$ cat config.mk
export PLATFORM = sky130hd
export DESIGN_NAME = mem_access_unit
export DESIGN_NICKNAME = d
export VERILOG_FILES = /design/src/rtl/mem_access_unit.sv
export SDC_FILE = /design/constraint.sdc
export NUM_CORES = 1
export LEC_CHECK = 0
export ABC_AREA = 0
export BUFFER_PORTS_ARGS = -buffer_cell sky130_fd_sc_hd__buf_2
export CORE_MARGIN = 2
export CORE_UTILIZATION = 44
export DETAILED_ROUTE_END_ITERATION = 16
export PLACE_DENSITY = 0.86
export SLEW_MARGIN = 30
export SYNTH_ARGS = -nofsm -noshare
export SYNTH_HDL_FRONTEND = slang
export SYNTH_SLANG_ARGS = --single-unit
$ cat constraint.sdc
create_clock -name clk -period 1.8 [get_ports clk]
set_input_delay 0.27 -clock clk [delete_from_list [all_inputs] [get_ports clk]]
set_output_delay 0.27 -clock clk [all_outputs]
set_load 0.05 [all_outputs]
$ cat src/rtl/mem_access_unit.sv
// MEM-stage data-memory access unit: req/ack bus transaction, store lane replication, load extraction.
// Optional alignment exceptions are enabled by defining MEM_ALIGN_EXC_EN.
module mem_access_unit #(
  parameter int ACK_TIMEOUT = 255
) (
  input  logic        clk,
  input  logic        rst_n,
  input  logic        mem_req,
  input  logic        mem_we,
  input  logic [31:0] addr,
  input  logic [3:0]  be,
  input  logic        u,
  input  logic [31:0] wdata,
  output logic [31:0] rdata,
  output logic        done,
  output logic        stall,
  output logic        bus_err,
  output logic        align_exc,
  output logic        bus_req,
  output logic        bus_we,
  output logic [31:0] bus_addr,
  output logic [3:0]  bus_be,
  output logic [31:0] bus_wdata,
  input  logic [31:0] bus_rdata,
  input  logic        bus_ack
);

  // Bus handshake: bus_req is held high with constant addr/be/wdata/we until the
  // cycle in which bus_ack is sampled high; that cycle completes the transfer.
  typedef enum logic [1:0] {
    IDLE = 2'd0,
    BUS  = 2'd1,
    DONE = 2'd2
  } state_e;

  localparam logic [7:0] TIMEOUT_LAST = 8'(ACK_TIMEOUT - 1);

  state_e      state_q, state_d;
  logic [7:0]  cnt_q, cnt_d;
  logic        bus_req_q, bus_req_d;
  logic        bus_we_q, bus_we_d;
  logic [31:0] bus_addr_q, bus_addr_d;
  logic [3:0]  bus_be_q, bus_be_d;
  logic [31:0] bus_wdata_q, bus_wdata_d;
  logic [31:0] rdata_q, rdata_d;
  logic        bus_err_q, bus_err_d;
  logic        align_exc_q, align_exc_d;

  logic        be_byte, be_half, be_word, be_legal;
  logic        align_fault;
  logic [7:0]  byte_sel;
  logic [15:0] half_sel;
  logic [31:0] load_val;
  logic [31:0] wdata_rep;

  always_comb begin
    be_byte  = (be == 4'b0001) || (be == 4'b0010) || (be == 4'b0100) || (be == 4'b1000);
    be_half  = (be == 4'b0011) || (be == 4'b1100);
    be_word  = (be == 4'b1111);
    be_legal = be_byte || be_half || be_word;
  end

`ifdef MEM_ALIGN_EXC_EN
  assign align_fault = (be_half && addr[0]) || (be_word && (addr[1:0] != 2'b00));
`else
  logic unused_addr;
  assign unused_addr = ^addr[1:0];
  assign align_fault = 1'b0;
`endif

  // Lane selection follows the byte enables, not the address, so the truncated
  // word address still extracts the lane the byte-enable generator chose.
  always_comb begin
    byte_sel = bus_rdata[7:0];
    case (be)
      4'b0010: byte_sel = bus_rdata[15:8];
      4'b0100: byte_sel = bus_rdata[23:16];
      4'b1000: byte_sel = bus_rdata[31:24];
      default: byte_sel = bus_rdata[7:0];
    endcase
    half_sel = (be == 4'b1100) ? bus_rdata[31:16] : bus_rdata[15:0];
    if (be_byte) begin
      load_val = u ? {24'h000000, byte_sel} : {{24{byte_sel[7]}}, byte_sel};
    end else if (be_half) begin
      load_val = u ? {16'h0000, half_sel} : {{16{half_sel[15]}}, half_sel};
    end else begin
      load_val = bus_rdata;
    end
  end

  always_comb begin
    if (be_byte) begin
      wdata_rep = {4{wdata[7:0]}};
    end else if (be_half) begin
      wdata_rep = {2{wdata[15:0]}};
    end else begin
      wdata_rep = wdata;
    end
  end

  always_comb begin
    state_d     = state_q;
    cnt_d       = cnt_q;
    bus_req_d   = bus_req_q;
    bus_we_d    = bus_we_q;
    bus_addr_d  = bus_addr_q;
    bus_be_d    = bus_be_q;
    bus_wdata_d = bus_wdata_q;
    rdata_d     = rdata_q;
    bus_err_d   = 1'b0;
    align_exc_d = 1'b0;
    case (state_q)
      IDLE: begin
        if (mem_req) begin
          if (!be_legal) begin
            state_d   = DONE;
            bus_err_d = 1'b1;
            rdata_d   = 32'h0;
          end else if (align_fault) begin
            state_d     = DONE;
            align_exc_d = 1'b1;
            rdata_d     = 32'h0;
          end else begin
            state_d     = BUS;
            cnt_d       = 8'h00;
            bus_req_d   = 1'b1;
            bus_we_d    = mem_we;
            bus_addr_d  = {addr[31:2], 2'b00};
            bus_be_d    = be;
            bus_wdata_d = wdata_rep;
          end
        end
      end
      BUS: begin
        if (bus_ack) begin
          state_d   = DONE;
          bus_req_d = 1'b0;
          bus_we_d  = 1'b0;
          rdata_d   = bus_we_q ? 32'h0 : load_val;
        end else if (cnt_q == TIMEOUT_LAST) begin
          // Abandoned transfer: a store is lost and a load returns zero.
          state_d   = DONE;
          bus_req_d = 1'b0;
          bus_we_d  = 1'b0;
          bus_err_d = 1'b1;
          rdata_d   = 32'h0;
        end else begin
          cnt_d = cnt_q + 8'h01;
        end
      end
      DONE:    state_d = IDLE;
      default: state_d = IDLE;
    endcase
  end

  always_ff @(posedge clk or negedge rst_n) begin
    if (!rst_n) begin
      state_q     <= IDLE;
      cnt_q       <= 8'h00;
      bus_req_q   <= 1'b0;
      bus_we_q    <= 1'b0;
      bus_addr_q  <= 32'h0;
      bus_be_q    <= 4'h0;
      bus_wdata_q <= 32'h0;
      rdata_q     <= 32'h0;
      bus_err_q   <= 1'b0;
      align_exc_q <= 1'b0;
    end else begin
      state_q     <= state_d;
      cnt_q       <= cnt_d;
      bus_req_q   <= bus_req_d;
      bus_we_q    <= bus_we_d;
      bus_addr_q  <= bus_addr_d;
      bus_be_q    <= bus_be_d;
      bus_wdata_q <= bus_wdata_d;
      rdata_q     <= rdata_d;
      bus_err_q   <= bus_err_d;
      align_exc_q <= align_exc_d;
    end
  end

  // Reset gates stall so the pipeline is released the moment rst_n falls.
  assign stall     = rst_n & mem_req & (state_q != DONE);
  assign done      = (state_q == DONE);
  assign rdata     = rdata_q;
  assign bus_err   = bus_err_q;
  assign align_exc = align_exc_q;
  assign bus_req   = bus_req_q;
  assign bus_we    = bus_we_q;
  assign bus_addr  = bus_addr_q;
  assign bus_be    = bus_be_q;
  assign bus_wdata = bus_wdata_q;

endmodule

# [Word level (Yosys, flattened, before mapping)]
# Index checks and enable logic that the tools add are counted.
[word_totals] register_bits=111 inputBits=106 out_inout_bits=106 wordCells=79
[op_classes] n_addsub=1 eq_ne=17 muxes=37 bitwise=2 reduce_logical=13
[ops] cell="$mux W32" count=11
[ops] cell="$pmux W32 S2" count=1
[ops] cell="$mux W8" count=4
[ops] cell="$pmux W8 S3" count=1
[ops] cell="$mux W16" count=1
[ops] cell="$pmux W8 S2" count=1
[ops] cell="$eq A4 B4 Y1 const B" count=3
[ops] cell="$ne A2 B2 Y1 const B" count=6
[ops] cell="$mux W1" count=10
[ops] cell="$add A8 B1 Y8 const B" count=1
[ops] cell="$eq A4 B2 Y1 const B" count=2
[ops] cell="$eq A8 B8 Y1 const B" count=1
[ops] cell="$mux W2" count=4
[ops] cell="$reduce_and A4 Y1" count=2
[ops] cell="$logic_or A1 B1 Y1" count=6
[ops] cell="$pmux W1 S2" count=3
[ops] cell="$reduce_and A5 Y1" count=1
[ops] cell="$eq A4 B1 Y1 const B" count=1
[ops] cell="$eq A4 B3 Y1 const B" count=1
[ops] cell="$pmux W2 S2" count=1
[ops] cell="$ne A3 B3 Y1 const B" count=1
[ops] cell="$reduce_and A3 Y1" count=1
[ops] cell="$and A1 B1 Y1" count=2
[ops] cell="$eq A2 B1 Y1 const B" count=1
[ops] cell="other kinds (4)" count=4

# [Depth between registers and ports, before layout]
# Gate-level depths: netlist of the first run.
[logic_depth] ltp_word=9 ltp_mapped=9 depth_no_buf=7

# [Worst setup path before layout of the first run]
# Ideal clock, no wire load.
[synth_path] kind="flip-flop to flip-flop" start="reg bus_we_q, in the netlist bus_we" end="reg rdata_q[22], in the netlist rdata[22]" arrival_time_ps=1848 required_time_ps=1722 setup_slack_ps=-126 stages_incl_launch_ff=8 path_buffers=2 cell_sequence="dfrtp_1 > nor4bb_1 > clkbuf_1 > and3b_1 > a22o_1 > o22ai_2 > buf_6 > o2bb2ai_1"
[synth_between] elab_chain_len=3
[synth_rtl] item="from (decl)" line="41" text="logic bus_we_q, bus_we_d;"
[synth_rtl] item="from (signal assigned)" line="172" text="bus_we_q <= bus_we_d;"
[synth_rtl] item="$mux W32" line="139" text="rdata_d = bus_we_q ? 32'h0 : load_val;"
[synth_rtl] item="$mux W32" line="135" text="if (bus_ack) begin"
[synth_rtl] item="$pmux W32 S2" line="112" text="case (state_q)"
[synth_rtl] item="to (signal assigned)" line="176" text="rdata_q <= rdata_d;"
[synth_rtl] item="to (decl)" line="45" text="logic [31:0] rdata_q, rdata_d;"
# No other way between the ends.
# A chain may end at the register's enable or synchronous reset.

# [Final worst setup path of the first run]
[layout_path] start="reg cnt_q[0]" end="reg cnt_q[6]"
[layout_between] elab_chain_len=4
[layout_rtl] item="from (decl)" line="39" text="logic [7:0] cnt_q, cnt_d;"
[layout_rtl] item="from (signal assigned)" line="170" text="cnt_q <= cnt_d;"
[layout_rtl] item="$add A8 B1 Y8" line="148" text="cnt_d = cnt_q + 8'h01;"
[layout_rtl] item="$mux W8" line="140" text="end else if (cnt_q == TIMEOUT_LAST) begin"
[layout_rtl] item="$mux W8" line="135"
[layout_rtl] item="$pmux W8 S2" line="112"
# Several ways; a longest one is shown, not always the timed one. The select of a mux whose other input is x is not followed.

==> impl_metrics.csv, run 1 <==
group,metric,value,unit
global_route,grt_max_degree,112,
cells_and_area,nNetsFinal,924,
flow_run,max_cap_viol_count,0,
die,start_util,0.446,
cells_and_area,layout_common_cells,"buf_2, nand2_1, dfrtp_1",
synth,syn_area,5290,sq um
synth,yosys.area.top_type_share,0.526,
clocking,htree_levels,3,
die,die_y,114,um
status,violations,"setup timing",
power_and_ir_drop,p_per_area,1830,nW/um^2
setup_path,crit_chain,"inv_1, ha_1, nand3_2, nor3_1, a311o_2, or4_4, a21oi_2",
clocking,cts_tree,"yes",
synth,synth_top_area_cell,"dfrtp_1",
sta,hold_viol,0,
drt,vias_per_cell,5.37,
drt,routed_wirelength,15800,um
cells_and_area,areaGrowthSynthToFinish,41.3,%
clocking,cts_hold_buf,0,
sta,tns,-0.00668,ns
place,port_buffers,206,
sta,skew,0.00671,ns
setup_path,ff2ff_setup_slack,-0.007,ns
cells_and_area,drive_gt1_frac,0.402,
die,core_area,11900,sq um
place,dp.cells,944,
global_route,overflow,0,
synth,synth-edff-count,0,
worst_hold_path,min_path_type,"in -> async",
power_and_ir_drop,ir_drop,1.25,mV
sta,slew-limit-headroom,0.612,
synth,ys_seq_area_frac,0.526,
setup_path,cp_max_fo,6,
clocking,cts_sinks,111,
place,post-dp-hpwl,11400,um
die,rows,40,
clocking,cts_buffers,9,
setup_path,cpMaxStageDelayCell,"or4_4",
sta,slew_viol_final,0,
die,die_w,114,um
die,dieArea,12900,sq um
drt,dr_total_vias,5194,
drt,antenna_left,0,
setup_path,arrival,2.09,ns
global_route,antenna_found_initial,0,
power_and_ir_drop,p_leak,3.96,nW
synth,post_synth_num_cell_types,56,
status,outcome,"finished, violations left",
drt,drc,0,
place,place.gp.congestion,0.854,
synth,syn_inst,560,
clocking,clockRootBuffer,"clkbuf_16",
cells_and_area,diodes,0,
drt,drt-wirelength-per-cell,16.3,um
cells_and_area,final_common_cell,"buf_2",
synth,syn_avg_cell_area,9.44,sq um
sta,finalCritPeriodShare,1.00,
power_and_ir_drop,total_power,13.7,mW
clocking,clkTransAtPathRegs,0.07,ns
cells_and_area,fin_cells,967,
sta,worst_pin_slew,0.582,ns
synth,ys_ff_latch,111,
sta,fmax,0.554,GHz
setup_path,crit_path_start_kind,"register",
drt,drt_iter0_drc,422,
global_route,grt_pass1_vias,4812,
drt,drtPass1Iterations,6,
sta,rsz0062_at_grt,"true",
clocking,insertion_delay,0.35,ns
sta,worst_slack,-0.00668,ns
die,ios,212,
setup_path,crit_required,2.08,ns
place,preCtsSetupSlack,-0.267,ns
cells_and_area,final_util,0.630,
synth,synth_top_cells_by_area,"dfrtp_1, nand2_1, o2bb2ai_1",
setup_path,cp-end-kind,"register",
global_route,grt_pass1_wl,24700,um
synth,ys.flop_type,"dfrtp_1",
sta,setup_viol,1,
sta,min_period,1.81,ns
synth,ys_async_sr_fraction,1.00,
global_route,grt_usage,0.241,
synth,yosys_warnings,0,
setup_path,r2r_cells,7,
setup_path,path_class,"reg -> reg",
clocking,cts_buffer_depth,2,
setup_path,cpPeakStageDelay,0.44,ns
==> state kept, by name, indices dropped and copies added, names as in the netlist <==
register and count:
bus_err 1, rdata 32, cnt_q 8, bus_req 1, state_q 2, bus_wdata 32, bus_be 4, bus_we 1
bus_addr 30
==> layout make-up <==
class / instances / area (sq um)
clock buffers: 12 / 236
inverters: 8 / 30.0
repair buffers: 280 / 1740
multi-input cells: 406 / 2430
clock inverters: 3 / 68.8
flip-flops and latches: 111 / 2780
fillers: 961 / 4390
well taps: 147 / 184
==> report_power, final <==
| group | switching, mW | internal (mW) | total, mW |
|---|---|---|---|
| Sequential | 0.610 | 3.56 | 4.17 |
| Clock | 0.871 | 1.22 | 2.09 |
| Combinational | 5.44 | 1.96 | 7.41 |
| Total | 6.92 | 6.73 | 13.7 |
==> metrics by stage <==
stage                     instance area, sq um  hold slack (ns)
after floorplan                           5310          -0.0256
after global placement                    6990            0.409
after detailed placement                  6990            0.413
after CTS                                 7330           0.0393
after global routing                      7470           0.0615
final                                     7470          0.00393
==> per-layer routing <==
layer,track usage,share of wire,vias up
li1,-,-,2452
met1,0.328,0.42,2471
met2,0.395,0.49,236
met3,0.0399,0.072,35
met4,0.0789,0.020,0
met5,0,0,-
==> synthesized netlist by cell type, types with 4 or more instances <==
master	n
mux2i_1	17
nand3_1	15
o221ai_1	6
nand2_1	179
o2bb2ai_1	22
inv_1	8
buf_2	15
nand2b_1	4
clkbuf_1	15
o22a_1	12
dfrtp_1	111
a21oi_1	7
o21ai_0	23
mux2_2	8
a32o_1	10
a31oi_1	9
nor2_1	37
buf_4	5
==> what timing repair did <==
action	CTS	global route
setup endpoints to repair	5	64
gates cloned	1	2
resized for setup	3	14
buffers inserted	3	2
pin swaps	3	7
==> cells by family after synthesis <==
family / count (synthesis) / synth area share
AOI/OAI and AO/OA: 110 / 0.160
xor gates and xnor gates: 3 / 0.00497
adders and majority gates: 2 / 0.00473
buffers and inverters: 46 / 0.0414
DFF: 111 / 0.526
muxes: 26 / 0.0518
other: 1 / 0.000710
and+or+nand+nor: 261 / 0.211
==> critical path: cells and delay by family (launching register included) <==
family	cells	cell delay, ns
adders and majority gates	1	0.20
buffers and inverters	1	0.04
and+or+nand+nor	3	0.60
AOI/OAI and AO/OA	2	0.55
DFF	1	0.34
==> final timing paths <==
path	from	to
max	cnt_q[0]	cnt_q[6]
min	rst_n	rdata[12]
max reg2reg	cnt_q[0]	cnt_q[6]
min reg2reg	bus_addr[15]	bus_addr[15]
max in group asynchronous	rst_n	bus_we
min in group clk	addr[4]	bus_addr[4]
(Power assumes the default switching activity.)
==> run 2: changes to the inputs <==
--- a/config.mk
+++ b/config.mk
@@ -5,10 +5,10 @@
 export SDC_FILE = /design/constraint.sdc
 export NUM_CORES = 1
 export LEC_CHECK = 0
-export ABC_AREA = 0
+export ABC_AREA = 1
 export BUFFER_PORTS_ARGS = -buffer_cell sky130_fd_sc_hd__buf_2
 export CORE_MARGIN = 2
-export CORE_UTILIZATION = 44
+export CORE_UTILIZATION = 45
 export DETAILED_ROUTE_END_ITERATION = 16
 export PLACE_DENSITY = 0.86
 export SLEW_MARGIN = 30
==> run 2 against run 1 <==
The run now ends clean. Clock-buffer cell count decreased by 1. Die area increased by 6.7%. Via count increased by 12%. First-iteration DRC count decreased by 15%. Total power decreased by 4.1%. Global-route usage increased by 0.68 points. Register-to-register slack improved by 0.15 ns. Combinational power decreased by 7.0%. Sequential cell count unchanged. Synthesized cell count increased by 43%. Non-clock buffer count decreased by 37. Largest power group unchanged. Highest routed layer is now met5.
==> impl_metrics.csv, run 2 <==
group,metric,value,unit
status,outcome,"finished, final reports clean",
setup_path,cp-end-kind,"register",
sta,slew-limit-headroom,0.605,
synth,synth_top_area_cell,"dfrtp_1",
synth,yosys.area.top_type_share,0.480,
clocking,cts_buffers,9,
cells_and_area,nNetsFinal,1128,
cells_and_area,fillers,1115,
setup_path,crit_path_start_kind,"register",
die,die_w,117,um
setup_path,crit_chain,"inv_1, ha_1, nand2_1, nor2_1, nand2_1, nand2_1, inv_1, a21oi_2, nand2_2, buf_12, nand2_1, nand2_1",
drt,drc,0,
global_route,grt_pass1_wl,27400,um
clocking,clockRootBuffer,"clkbuf_16",
cells_and_area,drive_gt1_frac,0.277,
place,port_buffers,206,
place,post-dp-hpwl,12500,um
clocking,cts_tree,"yes",
drt,drt-wirelength-per-cell,13.9,um
cells_and_area,fin_area,7510,sq um
synth,syn_inst,802,
die,ios,212,
setup_path,cpMaxStageDelayCell,"dfrtp_1",
clocking,cts_buffer_depth,2,
cells_and_area,fin_cells,1197,
clocking,insertion_delay,0.35,ns
synth,synth-edff-count,0,
synth,yosysMostFrequentCell,"nand2_1",
sta,worst_pin_slew,0.593,ns
cells_and_area,layout_common_cells,"nand2_1, buf_2, dfrtp_1",
synth,ys.flop_type,"dfrtp_1",
sta,slew_viol_final,0,
drt,antenna_left,0,
die,core_area,12600,sq um
synth,post_synth_num_cell_types,33,
synth,ys_async_sr_fraction,1.00,
drt,routed_wirelength,16700,um
place,dp.cells,1180,
synth,ys_ff_latch,111,
global_route,grt_pass1_vias,5621,
drt,dr_total_vias,5842,
global_route,overflow,0,
sta,skew,0.00720,ns
die,rows,41,
power_and_ir_drop,p_per_area,1740,nW/um^2
sta,hold_viol,0,
power_and_ir_drop,ir_drop,0.667,mV
sta,setup_viol,0,
sta,worst_slack,0.148,ns
synth,ys_seq_area_frac,0.480,
drt,drtPass1Iterations,5,
synth,synthTopCellsByCount,"nand2_1, dfrtp_1, nor2_1, o21ai_0, inv_1",
clocking,cts_hold_buf,0,
sta,rsz0062_at_grt,"false",
cells_and_area,final_common_cell,"nand2_1",
synth,syn_avg_cell_area,7.21,sq um
drt,drt_iter0_drc,359,
flow_run,max_cap_viol_count,0,
clocking,clkTransAtPathRegs,0.07,ns
drt,vias_per_cell,4.88,
clocking,cts_sinks,111,
sta,finalCritPeriodShare,0.918,
place,place.gp.congestion,0.926,
synth,syn_area,5780,sq um
sta,min_period,1.65,ns
global_route,grt_max_degree,112,
power_and_ir_drop,p_leak,4.54,nW
die,dieArea,13800,sq um
die,start_util,0.460,
global_route,grt_usage,0.247,
clocking,htree_levels,3,
sta,fmax,0.605,GHz
place,placed_area,7170,sq um
cells_and_area,areaGrowthSynthToFinish,29.9,%
setup_path,worst_path_most_repeated_cell,"nand2_1",
setup_path,cp_max_fo,33,
die,die_y,117,um
synth,synth_top_cells_by_area,"dfrtp_1, nand2_1, nor2_1",
cells_and_area,final_util,0.598,
setup_path,crit_required,2.03,ns
global_route,antenna_found_initial,3,
setup_path,path_class,"reg -> reg",
setup_path,cpPeakStageDelay,0.38,ns
worst_hold_path,min_path_type,"in -> async",
place,preCtsSetupSlack,-0.000461,ns
setup_path,arrival,1.88,ns
synth,yosys_warnings,0,
## run 2: logic make-up (layout without fill, tap and decap cells)
kind of cell    count (synthesis)  count (layout)  share of synthesized area
fa+ha+maj                       2               2                    0.00433
other cells                     1               4                   0.000648
flops                         111             111                      0.480
xor+xnor                        4               4                    0.00606
simple gates                  530             530                      0.378
buf+inv                        93             313                     0.0766
compound gates                 61              61                     0.0539
## run 2: repair_timing
item | in CTS | in global routing
endpoints found under the setup margin | 0 | 35
gates resized for setup | 0 | 1
buffers inserted | 0 | 1
## run 2: report_power, final
group / switching (mW) / leakage [nW] / internal, mW
Sequential: 0.532 / 1.44 / 3.49
Clock: 0.891 / 0.162 / 1.30
Combinational: 5.35 / 2.94 / 1.54
## run 2: final cells by class
cell class	count	area, sq um	area share
Multi-Input combinational cell	600	2580	0.343
Clock inverter	4	77.6	0.0103
Tap cell	172	215	0.0287
Clock buffer	11	253	0.0337
Antenna cell	1	2.50	0.000333
Inverter	55	209	0.0278
Sequential cell	111	2780	0.370
Timing Repair Buffer	243	1400	0.186
## run 2: worst max-delay path: cells and delay by family (launching register included)
kind                       cells  cell delay [ns]
adders and majority gates      1             0.17
AOI/OAI and AO/OA              1             0.14
DFF                            1             0.38
and+or+nand+nor                7             0.53
buffers and inverters          3             0.32
## run 2: per-stage QoR
stage                     total power, mW   TNS [ns]  hold slack (ns)
after floorplan                      9.12          0          -0.0256
after global placement               10.8          0            0.427
after detailed placement             11.0  -0.000461            0.425
after CTS                            13.2          0           0.0517
after global routing                 13.8          0           0.0602
final                                13.1          0           0.0138
## run 2: path summary, 6_finish.rpt
path	from	end	slack [ns]	cells after the start
hold reg to reg	rdata[4]	rdata[4]	0.47	2
min in group clk	addr[9]	bus_addr[9]	0.11	3
setup / recovery	cnt_q[0]	rdata[11]	0.15	12
setup reg to reg	cnt_q[0]	rdata[11]	0.15	12
hold / removal	rst_n	bus_req	0.01	2
max in group asynchronous	rst_n	bus_wdata[13]	1.35	2
## run 2: metal layers
metal  up-vias  global-route usage  wire length (um)
met1      2651               0.317              7140
li1       2922                   -                 -
met2       234               0.403              7830
met3        33              0.0613              1270
met5         -                   0                11
met4         2               0.101               446
==> run 3: changes to the inputs <==
--- a/config.mk
+++ b/config.mk
@@ -11,6 +11,7 @@
 export CORE_UTILIZATION = 45
 export DETAILED_ROUTE_END_ITERATION = 16
 export PLACE_DENSITY = 0.86
+export SETUP_SLACK_MARGIN = 0.15
 export SLEW_MARGIN = 30
 export SYNTH_ARGS = -nofsm -noshare
 export SYNTH_HDL_FRONTEND = slang
==> run 3 against run 2 <==
Combinational power grew 5.1%. Core utilization increased by 1.3 points. Clock-buffer cell count stayed put. Die area is the same. Hold slack worse by 0.013 ns. Register-to-register slack lost 0.04 ns. Sequential cell count did not move.
==> impl_metrics.csv, run 3 (same netlist as run 2, synthesis figures left out) <==
group,metric,value,unit
status,outcome,"finished, final reports clean",
die,ios,212,
drt,drt_iter0_drc,395,
clocking,htree_levels,3,
cells_and_area,fillers,1092,
die,start_util,0.460,
setup_path,crit_required,2.04,ns
sta,slew_viol_final,0,
die,die_w,117,um
place,place.gp.congestion,0.926,
drt,drtPass1Iterations,5,
setup_path,cpPeakStageDelay,0.40,ns
cells_and_area,layout_common_cells,"nand2_1, buf_2, dfrtp_1",
global_route,grt_usage,0.248,
place,port_buffers,206,
sta,worst_pin_slew,0.599,ns
cells_and_area,fin_area,7670,sq um
power_and_ir_drop,p_per_area,1760,nW/um^2
global_route,overflow,0,
sta,hold_viol,0,
worst_hold_path,min_path_type,"in -> async",
drt,dr_wl_met3,1300,um
clocking,cts_buffer_depth,2,
setup_path,critical-path-top-delay-family,"simple AND/OR/NAND/NOR gates",
global_route,grt_pass1_wl,27400,um
power_and_ir_drop,ir_drop,0.668,mV
cells_and_area,areaGrowthSynthToFinish,32.7,%
clocking,cts_buffers,9,
drt,dr_total_vias,5968,
sta,skew,0.00696,ns
clocking,cts_sinks,111,
die,core_area,12600,sq um
setup_path,path_buf_inv,3,
clocking,clkTransAtPathRegs,0.07,ns
flow_run,max_cap_viol_count,0,
clocking,cts_tree,"yes",
sta,fmax,0.590,GHz
drt,drt-wirelength-per-cell,14.5,um
cells_and_area,final_common_cell,"nand2_1",
place,post-dp-hpwl,12500,um
setup_path,crit_chain,"inv_2, ha_2, nand2_1, nor2_1, nand2_1, nand2_2, inv_2, a21oi_4, nand2_4, clkbuf_16, nand2_2, nand2_1",
drt,antenna_left,0,
place,placed_area,7170,sq um
sta,finalCritPeriodShare,0.941,
sta,setup_viol,0,
cells_and_area,nNetsFinal,1134,
drt,drc,0,
setup_path,crit_path_start_kind,"register",
global_route,grt_pass1_vias,5626,
sta,min_period,1.69,ns
place,preCtsSetupSlack,-0.000461,ns
die,rows,41,
clocking,clockRootBuffer,"clkbuf_16",
setup_path,cpMaxStageDelayCell,"dfrtp_1",
drt,wirelength_met1,7360,um
setup_path,path_class,"reg -> reg",
cells_and_area,drive_gt1_frac,0.304,
drt,dr_wl_met2,8230,um
clocking,cts_hold_buf,0,
setup_path,cp_max_fo,8,
drt,routed_wirelength,17400,um
die,die_y,117,um
sta,slew-limit-headroom,0.601,
die,dieArea,13800,sq um
setup_path,arrival,1.94,ns
sta,worst_slack,0.105,ns
drt,top_layer_used,"met5",
sta,rsz0062_at_grt,"true",
clocking,insertion_delay,0.35,ns
global_route,grt_max_degree,112,
setup_path,worst_path_most_repeated_cell,"nand2_1",
setup_path,cp-end-kind,"register",
power_and_ir_drop,p_leak,4.60,nW
global_route,antenna_found_initial,3,
drt,vias_per_cell,4.96,
-- run 3: final timing paths --
kind / endpoint / start / depth (start not counted) / slack [ns]
worst max register to register: rdata[12] / cnt_q[0] / 12 / 0.11
worst max-delay path: rdata[12] / cnt_q[0] / 12 / 0.11
max in group asynchronous: rdata[5] / rst_n / 2 / 1.34
min in group clk: bus_addr[9] / addr[9] / 3 / 0.11
worst min-delay path: bus_req / rst_n / 2 / 0.0005
worst min register to register: rdata[20] / rdata[20] / 2 / 0.47
-- run 3: final cells by class --
class | count | area (sq um) | area share
Antenna cell | 1 | 2.50 | 0.000326
Clock buffer | 11 | 253 | 0.0329
Clock inverter | 4 | 77.6 | 0.0101
Inverter | 55 | 209 | 0.0272
Multi-Input combinational cell | 600 | 2650 | 0.345
Sequential cell | 111 | 2780 | 0.362
Tap cell | 172 | 215 | 0.0280
Timing Repair Buffer | 249 | 1490 | 0.194
-- run 3: layer usage --
layer  global-route usage  vias up
li1                     -     2936
met1                0.317     2735
met2                0.404      258
met3               0.0613       37
met4                0.101        2
met5                    0        -
-- run 3: power breakdown --
part           switching, mW  internal, mW
Clock                  0.899          1.30
Combinational           5.51          1.73
Sequential             0.557          3.49
Total                   6.96          6.52
-- run 3: metrics by stage --
step | hold WS (ns) | util | total power, mW | setup TNS, ns | cells
floorplan | -0.0256 | - | 9.12 | 0 | 804
global placement | 0.427 | 0.570 | 10.8 | 0 | 1180
global route | 0.0674 | 0.610 | 14.2 | 0 | 1202
CTS | 0.0517 | 0.597 | 13.2 | 0 | 1196
detailed placement | 0.425 | 0.570 | 11.0 | -0.000461 | 1180
finish | 0.000546 | 0.610 | 13.5 | 0 | 1203
-- run 3: repair_timing --
action	4_1_cts	5_1_grt
gates cloned	0	3
endpoints found under the setup margin	34	110
buffers inserted	1	3
pin swaps	0	3
gates resized for setup	1	29
-- run 3: worst register-to-register path: cells and delay by family, from the launching register on --
family	cells	cell delay, ns
and+or+nand+nor	7	0.58
DFF	1	0.40
buffers and inverters	3	0.31
adders and majority gates	1	0.16
AOI/OAI and AO/OA	1	0.14
